### config.mk
export PLATFORM = sky130hd
export DESIGN_NAME = tdc_boot_sequencer
export DESIGN_NICKNAME = d
export VERILOG_FILES = /design/src/rtl/tdc_boot_sequencer.sv
export SDC_FILE = /design/constraint.sdc
export NUM_CORES = 1
export LEC_CHECK = 0
export ABC_AREA = 0
export CORE_UTILIZATION = 49
export CTS_CLUSTER_SIZE = 14
export DETAILED_ROUTE_END_ITERATION = 10
export GPL_ROUTABILITY_DRIVEN = 0
export PLACE_DENSITY = 0.75
export RECOVER_POWER = 100
export SYNTH_ARGS = -nofsm -noshare
export SYNTH_HDL_FRONTEND = slang
export SYNTH_SLANG_ARGS = --single-unit
### constraint.sdc
create_clock -name clk -period 2 [get_ports clk]
set_input_delay 0.2 -clock clk [delete_from_list [all_inputs] [get_ports clk]]
set_output_delay 0.2 -clock clk [all_outputs]
set_load 0.01 [all_outputs]
### src/rtl/tdc_boot_sequencer.sv
// Power-up enable and staggered per-channel soft-reset sequencer for a TDC array,
// driven by single-byte host commands. Define TDC_SEQ_AUTOBOOT_EN to self-start after rst.
module tdc_boot_sequencer #(
   parameter int NUM_CH         = 6,
   parameter int CNT_W          = 20,
   parameter int EN_LOW_CYCLES  = 16,
   parameter int BOOT_CYCLES    = 1000000,
   parameter int STAGGER_CYCLES = 3000,
   parameter int PULSE_CYCLES   = 1
) (
   input  logic              clk,
   input  logic              rst,
   input  logic [7:0]        rx_data,
   input  logic              new_rx_data,
   input  logic [NUM_CH-1:0] ch_mask,
   output logic              tdc_enable,
   output logic [NUM_CH-1:0] soft_reset,
   output logic              go_home,
   output logic              pause,
   output logic              busy,
   output logic              done
);

   localparam int IDX_W = (NUM_CH > 1) ? $clog2(NUM_CH) : 1;

   localparam logic [CNT_W-1:0] EN_LOW_LAST  = CNT_W'(EN_LOW_CYCLES - 1);
   localparam logic [CNT_W-1:0] BOOT_LAST    = CNT_W'(BOOT_CYCLES - 1);
   localparam logic [CNT_W-1:0] STAGGER_LAST = CNT_W'(STAGGER_CYCLES - 1);
   localparam logic [CNT_W-1:0] PULSE_LAST   = CNT_W'(PULSE_CYCLES - 1);

   typedef enum logic [2:0] {
      IDLE,
      EN_LOW,
      BOOT_WAIT,
      RST_GAP,
      RST_PULSE
   } state_t;

   state_t           state;
   logic [CNT_W-1:0] cnt;
   logic [IDX_W-1:0] idx;

   logic cmd_d, cmd_r, cmd_x, cmd_h, cmd_s, cmd_p;
   logic start;

   assign cmd_d = new_rx_data && (rx_data == 8'h64);
   assign cmd_r = new_rx_data && (rx_data == 8'h72);
   assign cmd_x = new_rx_data && (rx_data == 8'h78);
   assign cmd_h = new_rx_data && (rx_data == 8'h68);
   assign cmd_s = new_rx_data && (rx_data == 8'h73);
   assign cmd_p = new_rx_data && (rx_data == 8'h70);

`ifdef TDC_SEQ_AUTOBOOT_EN
   logic boot_pending;

   always_ff @(posedge clk) begin
      if (rst) boot_pending <= 1'b1;
      else     boot_pending <= 1'b0;
   end

   assign start = cmd_d || boot_pending;
`else
   assign start = cmd_d;
`endif

   // Masked channels are skipped in zero time: the next slot is always the
   // lowest unmasked channel at or after the candidate index.
   logic             first_found, next_found;
   logic [IDX_W-1:0] first_idx, next_idx;

   always_comb begin
      first_found = 1'b0;
      first_idx   = '0;
      next_found  = 1'b0;
      next_idx    = '0;
      for (int i = NUM_CH - 1; i >= 0; i--) begin
         if (ch_mask[i]) begin
            first_found = 1'b1;
            first_idx   = IDX_W'(i);
         end
         if (ch_mask[i] && (i > int'(idx))) begin
            next_found = 1'b1;
            next_idx   = IDX_W'(i);
         end
      end
   end

   logic [CNT_W-1:0] cnt_last;
   logic             at_end;

   always_comb begin
      cnt_last = '0;
      case (state)
         EN_LOW:    cnt_last = EN_LOW_LAST;
         BOOT_WAIT: cnt_last = BOOT_LAST;
         RST_GAP:   cnt_last = STAGGER_LAST;
         RST_PULSE: cnt_last = PULSE_LAST;
         default:   cnt_last = '0;
      endcase
   end

   assign at_end = (cnt == cnt_last);

   always_ff @(posedge clk) begin
      if (rst) begin
         state      <= IDLE;
         cnt        <= '0;
         idx        <= '0;
         tdc_enable <= 1'b0;
         soft_reset <= '0;
         go_home    <= 1'b0;
         pause      <= 1'b0;
         busy       <= 1'b0;
         done       <= 1'b0;
      end else begin
         done <= 1'b0;
         if (cmd_h) go_home <= 1'b1;
         if (cmd_s) pause   <= 1'b1;
         if (cmd_p) pause   <= 1'b0;

         // State-changing commands take priority over any terminal count.
         if (start) begin
            state      <= EN_LOW;
            cnt        <= '0;
            idx        <= '0;
            tdc_enable <= 1'b0;
            soft_reset <= '0;
            go_home    <= 1'b0;
            busy       <= 1'b1;
         end else if (cmd_x) begin
            state      <= IDLE;
            cnt        <= '0;
            idx        <= '0;
            tdc_enable <= 1'b0;
            soft_reset <= '0;
            busy       <= 1'b0;
         end else if (cmd_r && (state == IDLE) && tdc_enable) begin
            cnt <= '0;
            if (first_found) begin
               state <= RST_GAP;
               idx   <= first_idx;
               busy  <= 1'b1;
            end else begin
               done <= 1'b1;
            end
         end else begin
            case (state)
               EN_LOW: begin
                  if (at_end) begin
                     state      <= BOOT_WAIT;
                     cnt        <= '0;
                     tdc_enable <= 1'b1;
                  end else begin
                     cnt <= cnt + CNT_W'(1);
                  end
               end
               BOOT_WAIT: begin
                  if (at_end) begin
                     cnt <= '0;
                     if (first_found) begin
                        state <= RST_GAP;
                        idx   <= first_idx;
                     end else begin
                        state <= IDLE;
                        idx   <= '0;
                        busy  <= 1'b0;
                        done  <= 1'b1;
                     end
                  end else begin
                     cnt <= cnt + CNT_W'(1);
                  end
               end
               RST_GAP: begin
                  if (at_end) begin
                     state      <= RST_PULSE;
                     cnt        <= '0;
                     soft_reset <= NUM_CH'(1) << idx;
                  end else begin
                     cnt <= cnt + CNT_W'(1);
                  end
               end
               RST_PULSE: begin
                  if (at_end) begin
                     cnt        <= '0;
                     soft_reset <= '0;
                     if (next_found) begin
                        state <= RST_GAP;
                        idx   <= next_idx;
                     end else begin
                        state <= IDLE;
                        idx   <= '0;
                        busy  <= 1'b0;
                        done  <= 1'b1;
                     end
                  end else begin
                     cnt <= cnt + CNT_W'(1);
                  end
               end
               default: begin
                  cnt <= '0;
               end
            endcase
         end
      end
   end

endmodule

Yosys cells after proc, flatten, opt, wreduce, memory -nomap -nowiden
Index checks and enable logic that the tools add are counted.
{"block": "classes", "n_addsub": 1, "multipliers": 0, "n_div": 0, "magnitude_cmp": 5, "eq_ne": 25, "shift": 1, "muxes": 59, "n_bitwise": 2, "reduce_logical": 30}
{"operator": "$mux 3", "n": 23}
{"operator": "$pmux 20 s3", "n": 1}
{"operator": "$eq 8x7->1 const B", "n": 6}
{"operator": "$ne 5x5->1 const B", "n": 6}
{"operator": "$mux 1", "n": 26}
{"operator": "$add 20x1->20 const B", "n": 1}
{"operator": "$eq 20x20->1", "n": 1}
{"operator": "$reduce_and 6->1", "n": 3}
{"operator": "$logic_and 1x1->1", "n": 13}
{"operator": "$mux 6", "n": 2}
{"operator": "$ne 3x3->1 const B", "n": 4}
{"operator": "$pmux 3 s4", "n": 1}
{"operator": "$pmux 6 s2", "n": 1}
{"operator": "$reduce_bool 5->1", "n": 2}
{"operator": "$reduce_and 4->1", "n": 2}
{"operator": "$reduce_bool 7->1", "n": 1}
{"operator": "$eq 3x2->1 const B", "n": 2}
{"operator": "$gt 2x3->1 const A", "n": 2}
{"operator": "$gt 3x3->1 const A", "n": 2}
{"operator": "$ne 2x2->1 const B", "n": 3}
{"operator": "$pmux 3 s2", "n": 1}
{"operator": "$reduce_or 6->1", "n": 1}
{"operator": "$shl 1x3->6 const A", "n": 1}
{"operator": "$mux 2", "n": 2}
{"operator": "other kinds (13)", "n": 16}
{"block": "totals", "regBits": 37, "latchBits": 0, "ramBits": 0, "rom_bits": 0, "input_bits": 17, "n_memories": 0}

Depth between registers and ports, before layout
Gate-level depths: netlist (run 1).
{"block": "depth", "word_depth": 13, "mapped_depth": 8, "mapped_depth_nobuf": 6}

Worst setup path after synthesis (run 1)
Ideal clock, no wire load.
{"block": "synth_path", "path_type": "register to register", "from": "register cnt[14]", "to": "register soft_reset[0]", "setup_time_ps": 128, "t_arrival_ps": 1866, "required_ps": 1872, "setup_slack_ps": 7, "path_stages_with_launch": 7, "n_path_buf": 0, "cell_sequence": "dfxtp_1 > or4_4 > nor2_4 > a31oi_4 > a2111oi_4 > mux2i_1 > nor2_1"}
{"block": "synth_via", "elab_chain_len": 3, "elab_cells_between_ends": 4, "cone_classes": "eq/ne: 3; reduce/logical: 1"}
{"element": "start, declared", "line": "40", "rtl": "logic [CNT_W-1:0] cnt;"}
{"element": "start signal, assigned", "line": "154", "rtl": "cnt <= cnt + CNT_W'(1);"}
{"element": "start signal, assigned", "line": "170", "rtl": "cnt <= cnt + CNT_W'(1);"}
{"element": "start signal, assigned", "line": "179", "rtl": "cnt <= cnt + CNT_W'(1);"}
{"element": "$eq 20x20->1 *", "line": "102", "rtl": "assign at_end = (cnt == cnt_last);"}
{"element": "$ne 2x2->1 (no line)"}
{"element": "$reduce_and 4->1 (no line) *"}
{"element": "end signal, assigned", "line": "177", "rtl": "soft_reset <= NUM_CH'(1) << idx;"}
{"element": "end, declared", "line": "17", "rtl": "output logic [NUM_CH-1:0] soft_reset,"}
Mark *: on every way between the ends. The rest lies on a longest branch, timed or not.
A chain may end at the register's enable or synchronous reset.

Final worst setup path (run 1)
{"block": "layout_path", "from": "register state[1]", "to": "register idx[1]"}
{"block": "layout_via", "elab_chain_len": 5, "elab_cells_between_ends": 16, "cone_classes": "eq/ne: 8; mux: 3; reduce/logical: 5"}
{"element": "start, declared", "line": "39", "rtl": "state_t state;"}
{"element": "start signal, assigned", "line": "106", "rtl": "state <= IDLE;"}
{"element": "start signal, assigned", "line": "123", "rtl": "state <= EN_LOW;"}
{"element": "start signal, assigned", "line": "131", "rtl": "state <= IDLE;"}
{"element": "$eq 3x2->1, or another cell as far along", "line": "93", "rtl": "case (state)"}
{"element": "$pmux 20 s3 or $logic_and 1x1->1 (tied branches)", "line": "93, 137"}
{"element": "$eq 20x20->1 or $logic_and 1x1->1 (tied branches)", "line": "102, 137"}
{"element": "$ne 3x3->1 (no line), or another cell as far along"}
{"element": "$reduce_and 4->1 (no line)"}
{"element": "end signal, assigned", "line": "141", "rtl": "idx <= first_idx;"}
{"element": "end signal, assigned", "line": "162", "rtl": "idx <= first_idx;"}
{"element": "end signal, assigned", "line": "188", "rtl": "idx <= next_idx;"}
{"element": "end, declared", "line": "41", "rtl": "logic [IDX_W-1:0] idx;"}
Several ways; a longest one is shown, not always the timed one.

==> results of run 1 <==
flip-flops by register name (all words and copies together) (netlist names):
register	flops
busy	1
cnt	20
done	1
go_home	1
idx	3
pause	1
soft_reset	6
state	3
tdc_enable	1
synthesized netlist by cell type (2+ instances only):
library cell	count
a32oi_1	2
nand3_1	14
clkbuf_1	5
o22ai_1	3
nand2_1	15
and3_1	4
nor2_1	50
a21oi_1	13
a31oi_1	2
a311oi_1	3
or3_1	4
mux2i_1	6
o21ai_0	8
o31ai_1	4
nand3b_1	2
nor3b_1	2
a211oi_1	2
nand4_1	6
buf_2	3
and4_1	2
nor3_1	8
xnor2_1	9
nor4_1	5
nor2b_1	4
nand2b_1	6
xor2_1	9
dfxtp_1	37
inv_1	11
path summary, 6_finish.rpt:
kind | cells past startpoint | end | startpoint
worst max-delay path | 7 | idx[1]$_SDFFE_PP0P_ | state[1]$_SDFFE_PP0P_
worst min-delay path | 2 | soft_reset[3]$_SDFFE_PP0P_ | soft_reset[3]$_SDFFE_PP0P_
worst max register to register | 7 | idx[1]$_SDFFE_PP0P_ | state[1]$_SDFFE_PP0P_
worst min register to register | 2 | soft_reset[3]$_SDFFE_PP0P_ | soft_reset[3]$_SDFFE_PP0P_
through the flow:
| step | util [%] | power, uW | area, sq um |
|---|---|---|---|
| CTS | 71.0 | 1690 | 2900 |
| global placement | 67.6 | 1090 | 2760 |
| detailed placement | 67.6 | 1090 | 2760 |
| global route | 76.9 | 1820 | 3140 |
| finish | 76.9 | 1760 | 3140 |
| floorplan | - | 965 | 2140 |
where the power goes:
group	internal, uW	switching (uW)	leakage [uW]
Sequential	743	20.1	0.000301
Clock	311	272	0.0000542
Combinational	215	198	0.000818
cell type report:
cell class | instances | area (sq um)
Tap cell | 50 | 62.6
Fill cell | 281 | 945
Clock buffer | 7 | 96.3
Inverter | 11 | 41.3
Sequential cell | 37 | 753
Multi-Input combinational cell | 207 | 1440
Timing Repair Buffer | 82 | 742
Clock inverter | 1 | 5.00
cells in the final DEF (no fill, tap or decap), types with 7 or more instances in the layout:
master / instances
clkdlybuf4s50_1: 16
xnor2_1: 9
buf_4: 45
nor3_1: 7
inv_1: 11
dlygate4sd3_1: 11
xor2_1: 9
nor2_2: 7
a21oi_1: 10
dfxtp_1: 33
nand2_1: 15
clkbuf_8: 7
o21ai_0: 8
nor2_1: 44
nand3_1: 13
cell families (layout without fill, tap and decap cells):
kind of cell    Yosys count  after routing  synth area share, %
simple gates            131            131                 31.5
compound gates           50             50                 18.3
flops                    37             37                 34.5
buf+inv                  21            101                 4.38
xor+xnor                 18             18                 7.35
mux                       7              7                 3.33
fa+ha+maj                 1              1                0.583
worst max-delay path, delay by kind of cell (launching register included):
kind	cells	cell delay, ns
AOI/OAI and AO/OA	3	0.78
buffers and inverters	1	0.19
DFF	1	0.42
and+or+nand+nor	2	0.36
muxes	1	0.17
layer usage:
metal	vias to the layer above	track usage, %	share of wire [%]
met4	0	9.11	2.4
met2	81	37.3	48
met1	1066	30.4	44
li1	1108	-	-
met3	19	4.67	5.4
met5	-	0	0
repair_timing:
action                     4_1_cts  5_1_grt
gates cloned                     0        3
setup endpoints to repair       32       31
pin swaps                        3       10
buffers inserted                 3        4
resized for setup                4       37
==> results.md, run 1 <==
- Status: finished, violations left
- Failing checks: setup timing
- Max-cap viol count: 0
- Crit-path cells: a21oi_1, nor4_4, o221ai_4, o41ai_4, buf_4, mux2i_1, nor2_1
- Kind of start point of the critical path: register
- Clk pin slew, worst setup/hold paths: 0.08 ns
- Post-synth EDFFs: 0
- Max-slew violations: 0
- Main area contributors after synthesis: dfxtp_1 (35%), nor2_1 (8.8%), xnor2_1 (3.7%), xor2_1 (3.7%), nand3_1 (3.3%)
- Final setup TNS: -0.126 ns
- Clock tree from TritonCTS: yes
- Core Area: 4090 sq um
- Aggregate global-route resource usage: 23.3%
- Distinct cell type count after synthesis: 54
- Crit-path slowest cell: o41ai_4
- Die Wd: 68.2 um
- Fin. Hold Viols: 0
- RSZ-0062 raised after global routing: true
- Leakage: 0.00117 uW
- First-pass GRT wire length: 8.17 mm
- DIE AREA: 4650 sq um
- First-pass DRT Iterations: 4
- Routed WL: 5.90 mm
- Avg WL per Cell: 14.9 um
- Pwr per Cell Area: 560 nW/um^2
- Initial drt markers: 126
- Post-synthesis register bit count: 37
- Clk_lat worst skew: 0.30 ns
- FP Rows: 23
- Final Skew: 0.00768 ns
- Period utilization: 102%
- Final Non-Filler Cells: 395
- Post-synth top area share: 34.5%
- Critical Path AT: 2.23 ns
- Routed Antenna Nets: 0
- Chip height: 68.2 um
- CTS Buf Count: 5
- Slew HR: 68.3%
- Post-synth top flop: dfxtp_1
- Vias in the first global route: 1,870
- Post-synthesis net count: 283
- Seq/Total Area, Yosys: 34.5%
- Worst setup margin: -0.0395 ns
- Layout cells sized above 1: 28.1%
- Number of remaining DRC errors: 0
- Initial Utilization: 52.5%
- Worst VDD drop: 0.430 mV
- Clk buf depth: 2
- Mean Syn Cell Area: 8.09 sq um
- Min Tclk post-route: 2.04 ns
- Post-Synthesis Cells: 265
- Placed Cells: 377
- Nets@finish: 362
- Htree depth: 2
- Req. time, crit path: 2.19 ns
- CP endpoint kind: register
- Initial antenna violation count: 0
- R2R Setup Slk: -0.04 ns
- WS Path Type: register to register
- Cell taking the most area after synthesis: dfxtp_1
- GR Overflow Total: 0
- CTS Sinks: 37
- P&R area growth vs syn: 46.5%
- Setup violations, final: 11
- Dpl ws: -0.364 ns
- Slowest stage delay, CP: 0.43 ns
- F_max: 0.490 GHz
- Post-synth ARST share: 0%
- Root Buffer: clkbuf_8
- Via count: 2,274
- I/O Buffers: 27
- YS warnings: 0
- Num ports: 28
- Cts hold-fix bufs: 0
- DP Wirelength: 3.60 mm
- Cell Area, Synth: 2140 sq um
- Post-route worst hold slack: 0.470 ns
- Biggest fanout along the worst timing path: 8
- Slew @ Worst Pin: 0.472 ns
- Vias/cell: 5.76
- Diode count: 0
- Largest net degree at the start of global routing: 21
- Hold crit path type: register to register
Power figures use the tool's default switching activity.
==> inputs of run 2 (changes only) <==
CORE_UTILIZATION = 30   (was 49)
PLACE_DENSITY = not set   (was 0.75)
SKIP_CTS_REPAIR_TIMING = 1   (was not set)
==> results.md, run 2 (synthesized netlist as in run 1, its figures left out) <==
- Status: finished, violations left
- Failing checks: setup timing
- Top flop regs: cnt: 20 flops, soft_reset: 6 flops
- # fillers: 688
- Die Wd: 86.6 um
- Aggregate global-route resource usage: 15.6%
- WS Path Type: register to register
- Worst setup margin: -0.0478 ns
- Final setup TNS: -0.464 ns
- Pwr per Cell Area: 535 nW/um^2
- CTS Buf Count: 5
- Via count: 2,215
- Placed Cells: 429
- Final Non-Filler Cells: 443
- Clk_lat worst skew: 0.29 ns
- Min Tclk post-route: 2.05 ns
- FP Rows: 30
- Setup violations, final: 17
- I/O Buffers: 27
- Core Area: 6830 sq um
- Bufs and invs on worst path: 1
- Post-route worst hold slack: 0.474 ns
- First-pass GRT wire length: 9.27 mm
- Fin. Hold Viols: 0
- Max-slew violations: 0
- Slowest stage delay, CP: 0.54 ns
- Root Buffer: clkbuf_8
- DP Wirelength: 4.01 mm
- Clock tree from TritonCTS: yes
- GR Overflow Total: 0
- Kind of start point of the critical path: register
- CP endpoint kind: register
- Clk pin slew, worst setup/hold paths: 0.07 ns
- P&R area growth vs syn: 50.6%
- Avg WL per Cell: 13.1 um
- F_max: 0.488 GHz
- Routed WL: 5.81 mm
- Number of flip-flops in the largest register: 20
- Max-cap viol count: 0
- Largest Register: cnt
- Layout cells sized above 1: 32.3%
- Critical path's top delay family: simple AND/OR/NAND/NOR gates
- Number of remaining DRC errors: 0
- Routed Antenna Nets: 0
- Initial Utilization: 31.4%
- DIE AREA: 7490 sq um
- Slew HR: 70.4%
- Crit-path slowest cell: or4_4
- Nets@finish: 364
- Vias/cell: 5.00
- Diode count: 0
- Initial drt markers: 65
- Initial antenna violation count: 0
- Vias in the first global route: 2,074
- CTS Sinks: 37
- Largest net degree at the start of global routing: 21
- Crit-path cells: or4_4, nor2_4, a31oi_4, nor3_4, or3b_4, clkbuf_16, nor2_2
- Req. time, crit path: 2.19 ns
- Period utilization: 102%
- Biggest fanout along the worst timing path: 5
- Clk buf depth: 2
- RSZ-0062 raised after global routing: true
- Htree depth: 2
- Critical Path AT: 2.24 ns
- Most common cell after layout, fill and taps aside: buf_4
- Leakage: 0.00117 uW
- Slew @ Worst Pin: 0.440 ns
- Final Skew: 0.00736 ns
- Num ports: 28
- Chip height: 86.6 um
- Hold crit path type: register to register
- Worst VDD drop: 0.227 mV
- First-pass DRT Iterations: 4
- Most frequent cells in the layout: buf_4 (48), nor2_1 (33), dfxtp_1 (31)
## run 2: cell count changes in the layout (fill, tap and decap cells not counted), sizes merged
cell	before	now
buf	51	53
clkbuf	11	12
clkinv	1	0
## run 2: stage by stage
stage                     cell area (sq um)  utilization (%)  total power, uW  setup WS [ns]
after detailed placement               2880             42.1             1130         -0.353
after global routing                   3230             47.3             1820         -0.172
after floorplan                        2140                -              965        0.00666
final                                  3230             47.3             1730        -0.0478
after CTS                              2960             43.3             1650        -0.0884
after global placement                 2880             42.1             1130         -0.289
## run 2: final timing paths
path	startpoint	end	slack [ns]	cells past startpoint
setup / recovery	cnt[14]$_SDFF_PP0_	cnt[6]$_SDFF_PP0_	-0.05	7
hold / removal	soft_reset[4]$_SDFFE_PP0P_	soft_reset[4]$_SDFFE_PP0P_	0.47	2
setup reg to reg	cnt[14]$_SDFF_PP0_	cnt[6]$_SDFF_PP0_	-0.05	7
hold reg to reg	soft_reset[4]$_SDFFE_PP0P_	soft_reset[4]$_SDFFE_PP0P_	0.47	2
## run 2: layout make-up
type / instances / area, sq um / share of cell area [%]
inverter: 11 / 41.3 / 1.28
multi-input combinational: 207 / 1480 / 45.9
tap: 96 / 120 / 3.72
sequential: 37 / 753 / 23.3
clock buffer: 8 / 80.1 / 2.48
timing repair buffer: 84 / 753 / 23.3
## run 2: worst reg2reg max path: cells and delay by family (launching register included)
kind | cells | cell delay (ns)
simple gates | 5 | 1.30
flops | 1 | 0.32
compound gates | 1 | 0.14
buf+inv | 1 | 0.19
## run 2: report_power, final
part | total, uW | internal, uW | switching, uW
registers | 762 | 744 | 18.2
logic | 450 | 240 | 210
clock network | 518 | 248 | 270
total | 1730 | 1230 | 497
## run 2: per-layer routing
metal / wire (um) / global-route usage (%)
met1: 2780 / 21.0
met2: 2710 / 24.5
met5: 0 / 0
met3: 225 / 3.14
met4: 99 / 6.06
==> inputs of run 3 (changes only) <==
CORE_MARGIN = 4   (was not set)
==> results.md, run 3 (synthesized netlist as in run 1, its figures left out) <==
- Slew HR: 70.7%
- Critical Path AT: 2.25 ns
- Period utilization: 104%
- Post-route worst hold slack: 0.477 ns
- Biggest fanout along the worst timing path: 4
- Max-cap viol count: 0
- Share of power burned in registers: 43.7%
- Diode count: 0
- Hold Path Depth: 2
- Worst hold endpoint: soft_reset[4]$_SDFFE_PP0P_
- Failing checks: setup timing
- First-pass GRT wire length: 8.80 mm
- Root Buffer: clkbuf_8
- Vias/cell: 4.90
- P_sw: 477 uW
- Most common cell after layout, fill and taps aside: buf_4
- Pint: 1270 uW
- Pwr per Cell Area: 542 nW/um^2
- Fin. Hold Viols: 0
- Core Area: 6870 sq um
- Most frequent cells in the layout: buf_4 (45), nor2_1 (34), dfxtp_1 (33)
- Setup violations, final: 27
- Clk buf depth: 2
- Number of flip-flops in the largest register: 20
- Layout cells sized above 1: 29.8%
- R2R cell count: 8
- Slew @ Worst Pin: 0.438 ns
- Initial drt markers: 100
- FP Rows: 30
- Nets@finish: 364
- Leakage: 0.00115 uW
- Dpl ws: -0.331 ns
- Final Non-Filler Cells: 442
- Largest net degree at the start of global routing: 21
- R2R Setup Slk: -0.08 ns
- Clk pin slew, worst setup/hold paths: 0.07 ns
- Worst VDD drop: 0.254 mV
- WS Path Type: register to register
- Clk_lat worst skew: 0.29 ns
- Req. time, crit path: 2.18 ns
- Status: finished, violations left
- Vias in the first global route: 1,951
- I/O Buffers: 27
- Number of remaining DRC errors: 0
- Initial antenna violation count: 0
- Initial Utilization: 31.2%
- Min Tclk post-route: 2.08 ns
- Kind of start point of the critical path: register
- Clock tree from TritonCTS: yes
- Combinational Power Share: 26.0%
- Die Wd: 92.6 um
- Num ports: 28
- CP endpoint kind: register
- FF-to-FF End: state[0]$_SDFFE_PP0P_
- Hold crit path type: register to register
- CTS Sinks: 37
- GR Overflow Total: 0
- F_max: 0.481 GHz
- Via count: 2,168
- Max-slew violations: 0
- P&R area growth vs syn: 50.2%
- DP Wirelength: 3.94 mm
- Routed Antenna Nets: 0
- Avg WL per Cell: 12.5 um
- Hold_sp: soft_reset[4]$_SDFFE_PP0P_
- First-pass DRT Iterations: 4
- Worst setup margin: -0.0771 ns
- Chip height: 92.6 um
- Htree depth: 2
- CTS Buf Count: 5
- Clock power share: 30.3%
- DIE AREA: 8570 sq um
- Largest Register: cnt
- Aggregate global-route resource usage: 12.5%
- # fillers: 644
- Sw Share: 27.3%
- Final Skew: 0.00730 ns
- Placed Cells: 429
- RSZ-0062 raised after global routing: true
- Top flop regs: cnt: 20 flops, soft_reset: 6 flops
- RR Startpoint: cnt[14]$_SDFF_PP0_
- Routed WL: 5.52 mm
==> run 3: changes by cell type in the layout (fill, tap and decap cells not counted), moves of 2 or more <==
| cell | previous run | this run |
|---|---|---|
| clkbuf_1 | 5 | 2 |
| buf_4 | 48 | 45 |
| buf_6 | 4 | 7 |
| dlygate4sd3_1 | 11 | 4 |
| dfxtp_1 | 31 | 33 |
| nor4_1 | 2 | 5 |
| clkdlybuf4s50_1 | 16 | 23 |
| nor4_2 | 4 | 0 |
==> run 3: area by class of cell <==
class                      instances  area [sq um]  area share, %
sequential                        37           748           23.2
tap                               96           120           3.73
multi-input combinational        207          1440           44.8
clock buffer                       7          86.3           2.68
timing repair buffer              84           781           24.2
inverter                          11          41.3           1.28
==> run 3: per-layer routing <==
layer  vias up  share of wire [%]  global-route usage (%)
met5         -                  0                       0
met3         6                5.4                    2.68
li1       1109                  -                       -
met1       994                 47                    16.8
met4         0                1.4                    5.07
met2        59                 46                    19.2
==> run 3: worst max path at each step <==
stage,endpoint,cells past startpoint,slack (ns),start
finish,state[0]$_SDFFE_PP0P_,8,-0.08,cnt[14]$_SDFF_PP0_
global route,idx[2]$_SDFFE_PP0P_,6,-0.19,cnt[14]$_SDFF_PP0_
CTS,idx[2]$_SDFFE_PP0P_,6,-0.15,state[1]$_SDFFE_PP0P_
detailed placement,busy$_SDFFE_PP0P_,7,-0.33,ch_mask[3]
global placement,busy$_SDFFE_PP0P_,7,-0.30,ch_mask[3]
floorplan,soft_reset[0]$_SDFFE_PP0P_,6,0.007,cnt[14]$_SDFF_PP0_
==> run 3: power groups by stage <==
stage	sequential, uW	combinational [uW]	clock, uW
after detailed placement	779	351	0
after CTS	762	353	550
after global routing	764	485	584
after floorplan	765	200	0
final	762	454	530
after global placement	778	351	0
==> run 3: metrics by stage <==
stage	utilization (%)	power [uW]	instance area [sq um]	TNS (ns)
global route	46.9	1830	3220	-4.16
global placement	41.9	1130	2880	-1.60
CTS	43.2	1660	2960	-1.86
floorplan	-	965	2140	0
finish	46.9	1750	3220	-0.949
detailed placement	41.9	1130	2880	-2.60
==> run 3: worst max-delay path, stage by stage, from the launching register on <==
cell     delay (ns)
dfxtp_2        0.32
or4_4          0.54
nor2_4         0.12
a31oi_4        0.12
buf_12         0.15
nor3_4         0.21
buf_6          0.16
a21oi_2        0.05
mux2_1         0.30
